==> config.mk <==
export PLATFORM = sky130hd
export DESIGN_NAME = pts_serializer
export DESIGN_NICKNAME = d
export VERILOG_FILES = /design/src/rtl/pts_serializer.sv
export SDC_FILE = /design/constraint.sdc
export NUM_CORES = 1
export LEC_CHECK = 0
export ABC_AREA = 1
export CORE_UTILIZATION = 52
export DETAILED_ROUTE_END_ITERATION = 8
export GPL_TIMING_DRIVEN = 0
export PLACE_DENSITY = 0.79
export SYNTH_ARGS = -nofsm -noshare
export SYNTH_HDL_FRONTEND = slang
export SYNTH_SLANG_ARGS = --single-unit
==> constraint.sdc <==
create_clock -name clk -period 2.31 [get_ports clk]
set_input_delay 0.231 -clock clk [delete_from_list [all_inputs] [get_ports clk]]
set_output_delay 0.231 -clock clk [all_outputs]
set_load 0.01 [all_outputs]
==> src/rtl/pts_serializer.sv <==
// rtl/pts_serializer.sv - parallel-to-serial converter with valid/ready word input and bit strobe
module pts_serializer #(
    parameter int DATA_W     = 32,
    parameter bit LSB_FIRST  = 1'b0,
    parameter bit IDLE_LEVEL = 1'b0
) (
    input  logic              clk,
    input  logic              rst_n,
    input  logic              in_valid,
    output logic              in_ready,
    input  logic [DATA_W-1:0] in_data,
    input  logic              bit_en,
    output logic              ser_out,
    output logic              ser_valid,
    output logic              frame_start,
    output logic              done,
    output logic              busy
);

    localparam int              CNT_W    = $clog2(DATA_W);
    localparam logic [CNT_W-1:0] LAST_CNT = CNT_W'(DATA_W - 1);

    typedef enum logic {
        S_IDLE,
        S_SHIFT
    } state_t;

    state_t            state;
    state_t            state_nxt;
    logic [DATA_W-1:0] shift_q;
    logic [CNT_W-1:0]  cnt_q;
    logic              done_q;
    logic              last_bit;
    logic              accept;

    always_ff @(posedge clk or negedge rst_n) begin
        if (!rst_n) begin
            state <= S_IDLE;
        end else begin
            state <= state_nxt;
        end
    end

    always_comb begin
        state_nxt   = state;
        in_ready    = 1'b0;
        busy        = 1'b0;
        ser_valid   = 1'b0;
        ser_out     = IDLE_LEVEL;
        frame_start = 1'b0;
        last_bit    = 1'b0;
        case (state)
            S_IDLE: begin
                in_ready = 1'b1;
                if (in_valid) begin
                    state_nxt = S_SHIFT;
                end
            end
            S_SHIFT: begin
                busy        = 1'b1;
                ser_valid   = 1'b1;
                ser_out     = LSB_FIRST ? shift_q[0] : shift_q[DATA_W-1];
                frame_start = (cnt_q == '0);
                // Last-bit cycle reopens the input so the next word follows with no gap
                if (bit_en && (cnt_q == LAST_CNT)) begin
                    last_bit = 1'b1;
                    in_ready = 1'b1;
                    if (!in_valid) begin
                        state_nxt = S_IDLE;
                    end
                end
            end
            default: state_nxt = S_IDLE;
        endcase
    end

    assign accept = in_valid && in_ready;
    assign done   = done_q;

    always_ff @(posedge clk or negedge rst_n) begin
        if (!rst_n) begin
            shift_q <= '0;
            cnt_q   <= '0;
            done_q  <= 1'b0;
        end else begin
            done_q <= last_bit;
            if (accept) begin
                shift_q <= in_data;
                cnt_q   <= '0;
            end else if ((state == S_SHIFT) && bit_en) begin
                if (last_bit) begin
                    cnt_q <= '0;
                end else begin
                    shift_q <= LSB_FIRST ? (shift_q >> 1) : (shift_q << 1);
                    cnt_q   <= cnt_q + 1'b1;
                end
            end
        end
    end

endmodule

==> results of run 1 <==
## placed cells by master (no fill, tap or decap), types with 2 or more instances in the layout
cell type / synthesis / routed
nand3_1: 67 / 67
nor2_1: 4 / 4
clkbuf_8: 0 / 6
inv_1: 72 / 72
ha_1: 3 / 3
dfrtp_1: 39 / 39
nand2_4: 2 / 3
buf_6: 7 / 7
o21ai_0: 2 / 2
clkdlybuf4s50_1: 0 / 38
buf_2: 5 / 6
o22ai_1: 3 / 3
buf_4: 3 / 3
nand2_1: 107 / 107
clkbuf_1: 3 / 3
## layout make-up
class                   count  area (µm²)
well taps                  50        62.6
repair buffers             40         394
fillers                   361        1230
flip-flops and latches     39         976
inverters                  74         280
plain buffers              18         138
multi-input cells         193         886
clock buffers               6        82.6
clock inverters             2        35.0
## registers in the layout, indices dropped and copies added, names as in the netlist
| name | cells |
|---|---|
| state | 1 |
| cnt_q | 5 |
| done | 1 |
| shift_q | 32 |
## how the worst max path moves through the flow
stage / from / to / slack [ns] / cells after the start
detailed placement: cnt_q[0]$_DFFE_PN0P_ / in_ready / 0.18 / 8
global route: cnt_q[0]$_DFFE_PN0P_ / in_ready / 0.004 / 8
global placement: rst_n / shift_q[19]$_DFFE_PN0P_ / 0.02 / 1
finish: cnt_q[0]$_DFFE_PN0P_ / in_ready / 0.14 / 8
floorplan: cnt_q[0]$_DFFE_PN0P_ / shift_q[10]$_DFFE_PN0P_ / 0.66 / 11
CTS: cnt_q[0]$_DFFE_PN0P_ / in_ready / 0.13 / 8
## Yosys cell counts
cell	instances	area (µm²)
nand4_1	1	6.26
buf_2	5	25.0
buf_6	7	78.8
nand2_2	2	12.5
dfrtp_1	39	976
ha_1	3	37.5
inv_2	1	3.75
inv_1	72	270
nor2_1	4	15.0
nand2_1	107	402
inv_4	1	6.26
o22ai_1	3	18.8
nand3_1	67	335
o21ai_0	2	10.0
nand2_4	2	22.5
clkbuf_1	3	11.3
a21oi_4	1	16.3
buf_4	3	22.5
nor3_1	1	5.00
## critical path, cell delays in order (launching register included)
cell and delay [ns]:
dfrtp_1 0.40, ha_1 0.21, nand2_1 0.08, nor2_1 0.05, ha_1 0.21, nand2_1 0.11, nand2_4 0.10, buf_4 0.19
dlygate4sd2_1 0.29
## logic make-up after synthesis
group | share of synthesized area (%)
simple gates | 35.1
buf+inv | 18.4
flops | 42.9
compound gates | 1.98
fa+ha+maj | 1.65
## power groups by stage
stage	Sequential (mW)	Combinational (mW)	Clock, mW
after floorplan	0.940	0.382	0
final	0.950	0.539	0.604
after detailed placement	0.960	0.544	0
after CTS	0.949	0.547	0.608
after global routing	0.969	0.641	0.641
after global placement	0.958	0.527	0
## layer usage
metal  GRT usage, %  vias to the layer above  part of all wire [%]
met1           28.0                      898                    48
met5              0                        -                     0
met2           40.9                       36                    48
met4           8.33                        0                   1.1
li1               -                     1060                     -
met3           4.00                        5                   3.4
## what timing repair did
action	CTS	global route
setup endpoints to repair	1	0
buffers inserted	0	0
resized for setup	2	0
hold buffers	0	0
==> results_dict.tcl, run 1 <==
set metrics [dict create \
    status "complete, no violations" \
    placed_cells 414 \
    floorplan.initialDensity_pct 55.7 \
    worstMarginPinSlew_ns 0.891 \
    post-route-period-util_pct 94.0 \
    portBuffers 40 \
    cp.required_ns 2.08 \
    power.density_mw_per_mm2 733 \
    cp-start-kind "flip-flop" \
    cts_buffer_depth 2 \
    numCtsBuffers 5 \
    synth_nets 363 \
    grt_setup_unrepaired "no" \
    dieArea_mm2 0.00464 \
    tritoncts "built" \
    ios 42 \
    hold_ws_ns 0.0496 \
    cp_max_fo 10 \
    final_util_pct 69.8 \
    r2r_end "shift_q[16]$_DFFE_PN0P_" \
    synth_cell_types 19 \
    clkPwrFrac_pct 28.9 \
    dpl.hpwl_um 3110 \
    power.internal_mw 1.46 \
    detail-route-antenna-nets 0 \
    comb_power_share_pct 25.8 \
    dp_worst_setup_slack_ns 0.179 \
    area.growth.synth_to_final_pct 25.5 \
    antenna_found_initial 0 \
    syn_inst 324 \
    fmax_ghz 0.461 \
    ys_ff_latch 39 \
    setup_viol 0 \
    grt_pass1_vias 1912 \
    setup_slack_ns 0.139 \
    clkTransAtPathRegs_ns 0.08 \
    drcViolationCount 0 \
    drive_gt1_share_pct 8.33 \
    wl_um 4560 \
    rr_startpoint "cnt_q[0]$_DFFE_PN0P_" \
    vias_per_cell 4.74 \
    numClockSinks 39 \
    slew_headroom_pct 40.6 \
    synth_area_mm2 0.00227 \
    vdd_drop_max_mv 0.402 \
    core_area_mm2 0.00409 \
    worst_setup_path_end_kind "output port" \
    worst_ep_arrival_time_ns 1.94 \
    switching_share_pct 30.4 \
    overflow 0 \
    die_w_um 68.1 \
    stdcell_area_mm2 0.00285 \
    min_path_type "input port to asynchronous set/reset pin" \
    syn_area_per_cell_um2 7.02 \
    power.total_mw 2.09 \
    finalHoldViolCount 0 \
    grt_max_degree 40 \
    grt.total_usage_pct 23.2 \
    h-tree-depth 2 \
    final_net_count 410 \
    wl_per_cell_um 10.8 \
    drt_iter0_drc 121 \
    vias 1999 \
    num_rows 23 \
    grt_first_pass_wirelength_um 8090 \
    path_class "flip-flop to output port" \
    maxCapViolations 0 \
    final.setup.tns_ns 0 \
    clock_skew_ns 0.00793 \
    final_cells 422 \
    switching_power_uw 637 \
    slew_viol_final 0 \
    dpl-instance-area_mm2 0.00273 \
    gp_congestion 0.772 \
    first_pass_iters 4 \
    yosysSeqAreaShare_pct 42.9 \
    ff2ff_setup_slack_ns 0.47 \
    rr_worst_depth 11 \
    yosys_warnings 0 \
    dieHeight_um 68.1 \
    seqPwrFrac_pct 45.4 \
    finalCriticalPeriod_ns 2.17 \
    antenna_cells 0 \
    power_leakage_nw 1.68 \
    clockRootBuffer "clkbuf_8" \
    clk_latency_ns 0.30 \
]
Power figures use the tool's default switching activity.
==> run 2: changes to the inputs <==
--- a/config.mk
+++ b/config.mk
@@ -6,10 +6,11 @@
 export NUM_CORES = 1
 export LEC_CHECK = 0
 export ABC_AREA = 1
-export CORE_UTILIZATION = 52
+export CORE_UTILIZATION = 55
 export DETAILED_ROUTE_END_ITERATION = 8
 export GPL_TIMING_DRIVEN = 0
-export PLACE_DENSITY = 0.79
+export MAX_ROUTING_LAYER = met4
+export PLACE_DENSITY = 0.83
 export SYNTH_ARGS = -nofsm -noshare
 export SYNTH_HDL_FRONTEND = slang
 export SYNTH_SLANG_ARGS = --single-unit
==> constraint.sdc (replaced) <==
create_clock -name clk -period 2.7 [get_ports clk]
set_input_delay 0.27 -clock clk [delete_from_list [all_inputs] [get_ports clk]]
set_output_delay 0.27 -clock clk [all_outputs]
set_load 0.01 [all_outputs]
==> run 2 against run 1 <==
Effect of this change:
- clock skew about the same
- count of clock-buffer cells in the layout down 1
- hold slack better by 0.042 ns
==> results_dict.tcl, run 2 (synthesis gave the netlist of run 1 again) <==
set metrics [dict create \
    hold_ws_ns 0.0912 \
    placed_cells 414 \
    dieArea_mm2 0.00440 \
    dpl.hpwl_um 3060 \
    grt_max_degree 40 \
    vias 2009 \
    num_rows 23 \
    cts_buffer_depth 2 \
    slew_viol_final 0 \
    area.growth.synth_to_final_pct 23.8 \
    worst_setup_path_end_kind "output port" \
    clkTransAtPathRegs_ns 0.08 \
    wl_um 4390 \
    grt_setup_unrepaired "no" \
    path_class "flip-flop to output port" \
    final_common_cell "nand2_1" \
    power_leakage_nw 1.66 \
    power.density_mw_per_mm2 592 \
    drt_iter0_drc 178 \
    cp_max_fo 10 \
    floorplan.initialDensity_pct 57.3 \
    status "complete, no violations" \
    r2r_end "shift_q[30]$_DFFE_PN0P_" \
    crit_chain "ha_1 > nand2_1 > nor2_1 > ha_1 > nand2_1 > nand2_2 > buf_4 > clkdlybuf4s50_1" \
    setup_viol 0 \
    final.setup.tns_ns 0 \
    gp_congestion 0.804 \
    rr_startpoint "cnt_q[0]$_DFFE_PN0P_" \
    antenna_cells 0 \
    die_w_um 66.3 \
    grt.total_usage_pct 23.9 \
    dieHeight_um 66.3 \
    ios 42 \
    tritoncts "built" \
    wl_per_cell_um 10.4 \
    drive_gt1_share_pct 8.33 \
    rr_worst_depth 11 \
    ctsHoldBuffers 0 \
    worstMarginPinSlew_ns 0.867 \
    h-tree-depth 2 \
    cts.repair.resized 0 \
    clockRootBuffer "clkbuf_8" \
    cp.required_ns 2.43 \
    clk_latency_ns 0.29 \
    reg_top3 "shift_q (32), cnt_q (5)" \
    detail-route-antenna-nets 0 \
    vias_per_cell 4.76 \
    numCtsBuffers 5 \
    drcViolationCount 0 \
    fmax_ghz 0.399 \
    num-fill-cells 322 \
    grt_first_pass_wirelength_um 7870 \
    clock_skew_ns 0.00778 \
    ff2ff_setup_slack_ns 0.86 \
    core_area_mm2 0.00397 \
    largest_register_ffs 32 \
    largest-register "shift_q" \
    min_path_type "input port to asynchronous set/reset pin" \
    first_pass_iters 4 \
    postCtsSetupRepairBufs 0 \
    worst_path_max_delay_cell "clkdlybuf4s50_1" \
    final_cell_mix "107 x nand2_1, 72 x inv_1, 67 x nand3_1" \
    maxCapViolations 0 \
    post-route-period-util_pct 92.8 \
    antenna_found_initial 0 \
    cp-start-kind "flip-flop" \
    grt_pass1_vias 1845 \
    final_net_count 410 \
    finalHoldViolCount 0 \
    numClockSinks 39 \
    overflow 0 \
    vdd_drop_max_mv 0.409 \
    finalCriticalPeriod_ns 2.51 \
    slew_headroom_pct 42.2 \
    worst_ep_arrival_time_ns 2.24 \
    cp_slowest_stage_delay_ns 0.55 \
    portBuffers 40 \
    final_cells 422 \
]
## run 2: layout make-up
type	instances	area (µm²)	area share, %
Multi-Input combinational cell	193	881	31.3
Sequential cell	39	976	34.7
Buffer	18	138	4.89
Tap cell	50	62.6	2.22
Inverter	74	280	9.95
Timing Repair Buffer	40	395	14.0
Clock buffer	5	68.8	2.44
Clock inverter	3	15.0	0.533
## run 2: worst max-delay path, delay by kind of cell, from the launching register on
kind                       cells  cell delay, ns
buffers and inverters          2            0.76
adders and majority gates      2            0.39
DFF                            1            0.37
and+or+nand+nor                4            0.43
## run 2: metal layers
| layer | part of all wire (%) | up-vias | GRT usage (%) |
|---|---|---|---|
| li1 | - | 1063 | - |
| met1 | 47 | 899 | 28.8 |
| met2 | 48 | 45 | 41.5 |
| met3 | 4.4 | 2 | 4.31 |
| met4 | 0.55 | 0 | 5.59 |
| met5 | 0 | - | - |
## run 2: stage by stage
step | worst slack, ns | power, mW | area [µm²] | util, %
3_5_place_dp | 0.526 | 1.29 | 2730 | 68.8
3_3_place_gp | 0.383 | 1.27 | 2740 | 68.9
2_1_floorplan | 1.05 | 1.13 | 2270 | -
4_1_cts | 0.202 | 1.68 | 2820 | 70.9
6_report | 0.195 | 1.67 | 2820 | 70.9
5_1_grt | 0.0281 | 1.80 | 2820 | 70.9
## run 2: power by group
group / total, mW / switching [mW] / internal, mW
sequential: 0.815 / 0.0840 / 0.731
combinational: 0.465 / 0.248 / 0.217
clock: 0.387 / 0.210 / 0.177
total: 1.67 / 0.541 / 1.12
## run 2: how the worst max path moves through the flow
stage,start,endpoint,slack [ns]
6_report,cnt_q[1]$_DFFE_PN0P_,in_ready,0.19
5_1_grt,cnt_q[0]$_DFFE_PN0P_,in_ready,0.03
4_1_cts,cnt_q[1]$_DFFE_PN0P_,in_ready,0.20
3_5_place_dp,cnt_q[1]$_DFFE_PN0P_,in_ready,0.53
3_3_place_gp,rst_n,shift_q[20]$_DFFE_PN0P_,0.38
2_1_floorplan,cnt_q[0]$_DFFE_PN0P_,shift_q[10]$_DFFE_PN0P_,1.05
==> run 3: changes to the inputs <==
--- a/config.mk
+++ b/config.mk
@@ -6,6 +6,7 @@
 export NUM_CORES = 1
 export LEC_CHECK = 0
 export ABC_AREA = 1
+export CORE_MARGIN = 4
 export CORE_UTILIZATION = 55
 export DETAILED_ROUTE_END_ITERATION = 8
 export GPL_TIMING_DRIVEN = 0
@@ -14,3 +15,4 @@
 export SYNTH_ARGS = -nofsm -noshare
 export SYNTH_HDL_FRONTEND = slang
 export SYNTH_SLANG_ARGS = --single-unit
+export TNS_END_PERCENT = 1
==> run 3 against run 2 <==
Effect of this change:
- non-clock buffer count did not move
- count of clock-buffer cells in the layout grew 3
- combinational power barely moved
- largest power group unchanged
==> results_dict.tcl, run 3 (synthesis gave the netlist of run 1 again) <==
set metrics [dict create \
    cts_buffer_depth 2 \
    reg_top3 "shift_q (32), cnt_q (5)" \
    slew_viol_final 0 \
    min_path_type "input port to asynchronous set/reset pin" \
    dieHeight_um 72.3 \
    area.growth.synth_to_final_pct 24.5 \
    dpl-instance-area_mm2 0.00273 \
    dpl.hpwl_um 3220 \
    path_class "flip-flop to output port" \
    antenna_cells 0 \
    final.setup.tns_ns 0 \
    vdd_drop_max_mv 0.353 \
    clkTransAtPathRegs_ns 0.07 \
    use_met1_pct 24.4 \
    grt_max_degree 40 \
    final_util_pct 70.8 \
    core_area_mm2 0.00400 \
    postCtsSetupRepairBufs 0 \
    floorplan.initialDensity_pct 56.9 \
    h-tree-depth 2 \
    grt-busiest-layer "met2" \
    cp.required_ns 2.43 \
    placed_cells 414 \
    cp_max_fo 10 \
    ios 42 \
    tritoncts "built" \
    wl_um 4520 \
    rr_worst_depth 11 \
    power.density_mw_per_mm2 604 \
    grt_setup_unrepaired "no" \
    slew_headroom_pct 42.0 \
    portBuffers 40 \
    final_net_count 410 \
    cts.repair.resized 0 \
    final_cells 422 \
    overflow 0 \
    drt_iter0_drc 94 \
    antenna_found_initial 0 \
    drcViolationCount 0 \
    worst_setup_path_end_kind "output port" \
    finalCriticalPeriod_ns 2.53 \
    worst_ep_arrival_time_ns 2.26 \
    fmax_ghz 0.395 \
    final_common_cell "nand2_1" \
    vias 2016 \
    num_rows 23 \
    power.total_mw 1.71 \
    detail-route-antenna-nets 0 \
    wl_per_cell_um 10.7 \
    setup_viol 0 \
    vias_per_cell 4.78 \
    ctsHoldBuffers 0 \
    maxCapViolations 0 \
    numCtsBuffers 5 \
    final_cell_mix "107 x nand2_1, 72 x inv_1, 67 x nand3_1" \
    post-route-period-util_pct 93.7 \
    grt_pass1_vias 1924 \
    met3_usage_pct 4.29 \
    stdcell_area_mm2 0.00283 \
    grt.total_usage_pct 19.7 \
    die_w_um 72.3 \
    grt_first_pass_wirelength_um 8000 \
    clk_latency_ns 0.29 \
    worstMarginPinSlew_ns 0.869 \
    numClockSinks 39 \
    first_pass_iters 4 \
    clockRootBuffer "clkbuf_8" \
    largest_register_ffs 32 \
    cp-start-kind "flip-flop" \
    dieArea_mm2 0.00523 \
    ff2ff_setup_slack_ns 0.83 \
    status "complete, no violations" \
    rr_startpoint "cnt_q[0]$_DFFE_PN0P_" \
    finalHoldViolCount 0 \
    clock_skew_ns 0.00409 \
    power_leakage_nw 1.66 \
    drive_gt1_share_pct 8.06 \
    met2_usage_pct 33.3 \
    r2r_end "shift_q[31]$_DFFE_PN0P_" \
    largest-register "shift_q" \
    gp_congestion 0.834 \
]
-- run 3: per-layer routing --
layer	part of all wire (%)	up-vias
met1	46	908
met5	0	-
met2	48	40
met3	5.5	5
met4	0.71	0
li1	-	1063
-- run 3: power by group --
| part | switching, mW | leakage [nW] | internal, mW |
|---|---|---|---|
| clock | 0.198 | 0.0515 | 0.233 |
| combinational | 0.248 | 1.09 | 0.216 |
| sequential | 0.0848 | 0.521 | 0.731 |
-- run 3: layout make-up --
cell class                      count  area (µm²)
Fill cell                         344        1170
Timing Repair Buffer               40         395
Clock buffer                        8         100
Multi-Input combinational cell    193         881
Tap cell                           50        62.6
Buffer                             18         138
Sequential cell                    39         976
Inverter                           74         280
-- run 3: through the flow --
step | hold WS (ns) | setup WS, ns
after global routing | 0.173 | 0.0411
after floorplan | -0.0256 | 1.05
after CTS | 0.131 | 0.156
after global placement | 0.462 | 0.373
final | 0.0956 | 0.171
after detailed placement | 0.437 | 0.477
-- run 3: worst max path at each step --
stage                                         end                  from  slack [ns]
after floorplan           shift_q[10]$_DFFE_PN0P_  cnt_q[0]$_DFFE_PN0P_        1.05
after global placement    shift_q[20]$_DFFE_PN0P_                 rst_n        0.37
after detailed placement                 in_ready  cnt_q[1]$_DFFE_PN0P_        0.48
after CTS                                in_ready  cnt_q[1]$_DFFE_PN0P_        0.16
after global routing                     in_ready  cnt_q[0]$_DFFE_PN0P_        0.04
final                                    in_ready  cnt_q[1]$_DFFE_PN0P_        0.17
-- run 3: worst max-delay path: stages, from the launching register on --
cell and delay [ns]:
dfrtp_1 0.38, ha_1 0.18, nand2_1 0.07, nor2_1 0.11, ha_1 0.22, nand2_1 0.09, nand2_2 0.17, buf_4 0.20
clkdlybuf4s50_1 0.55
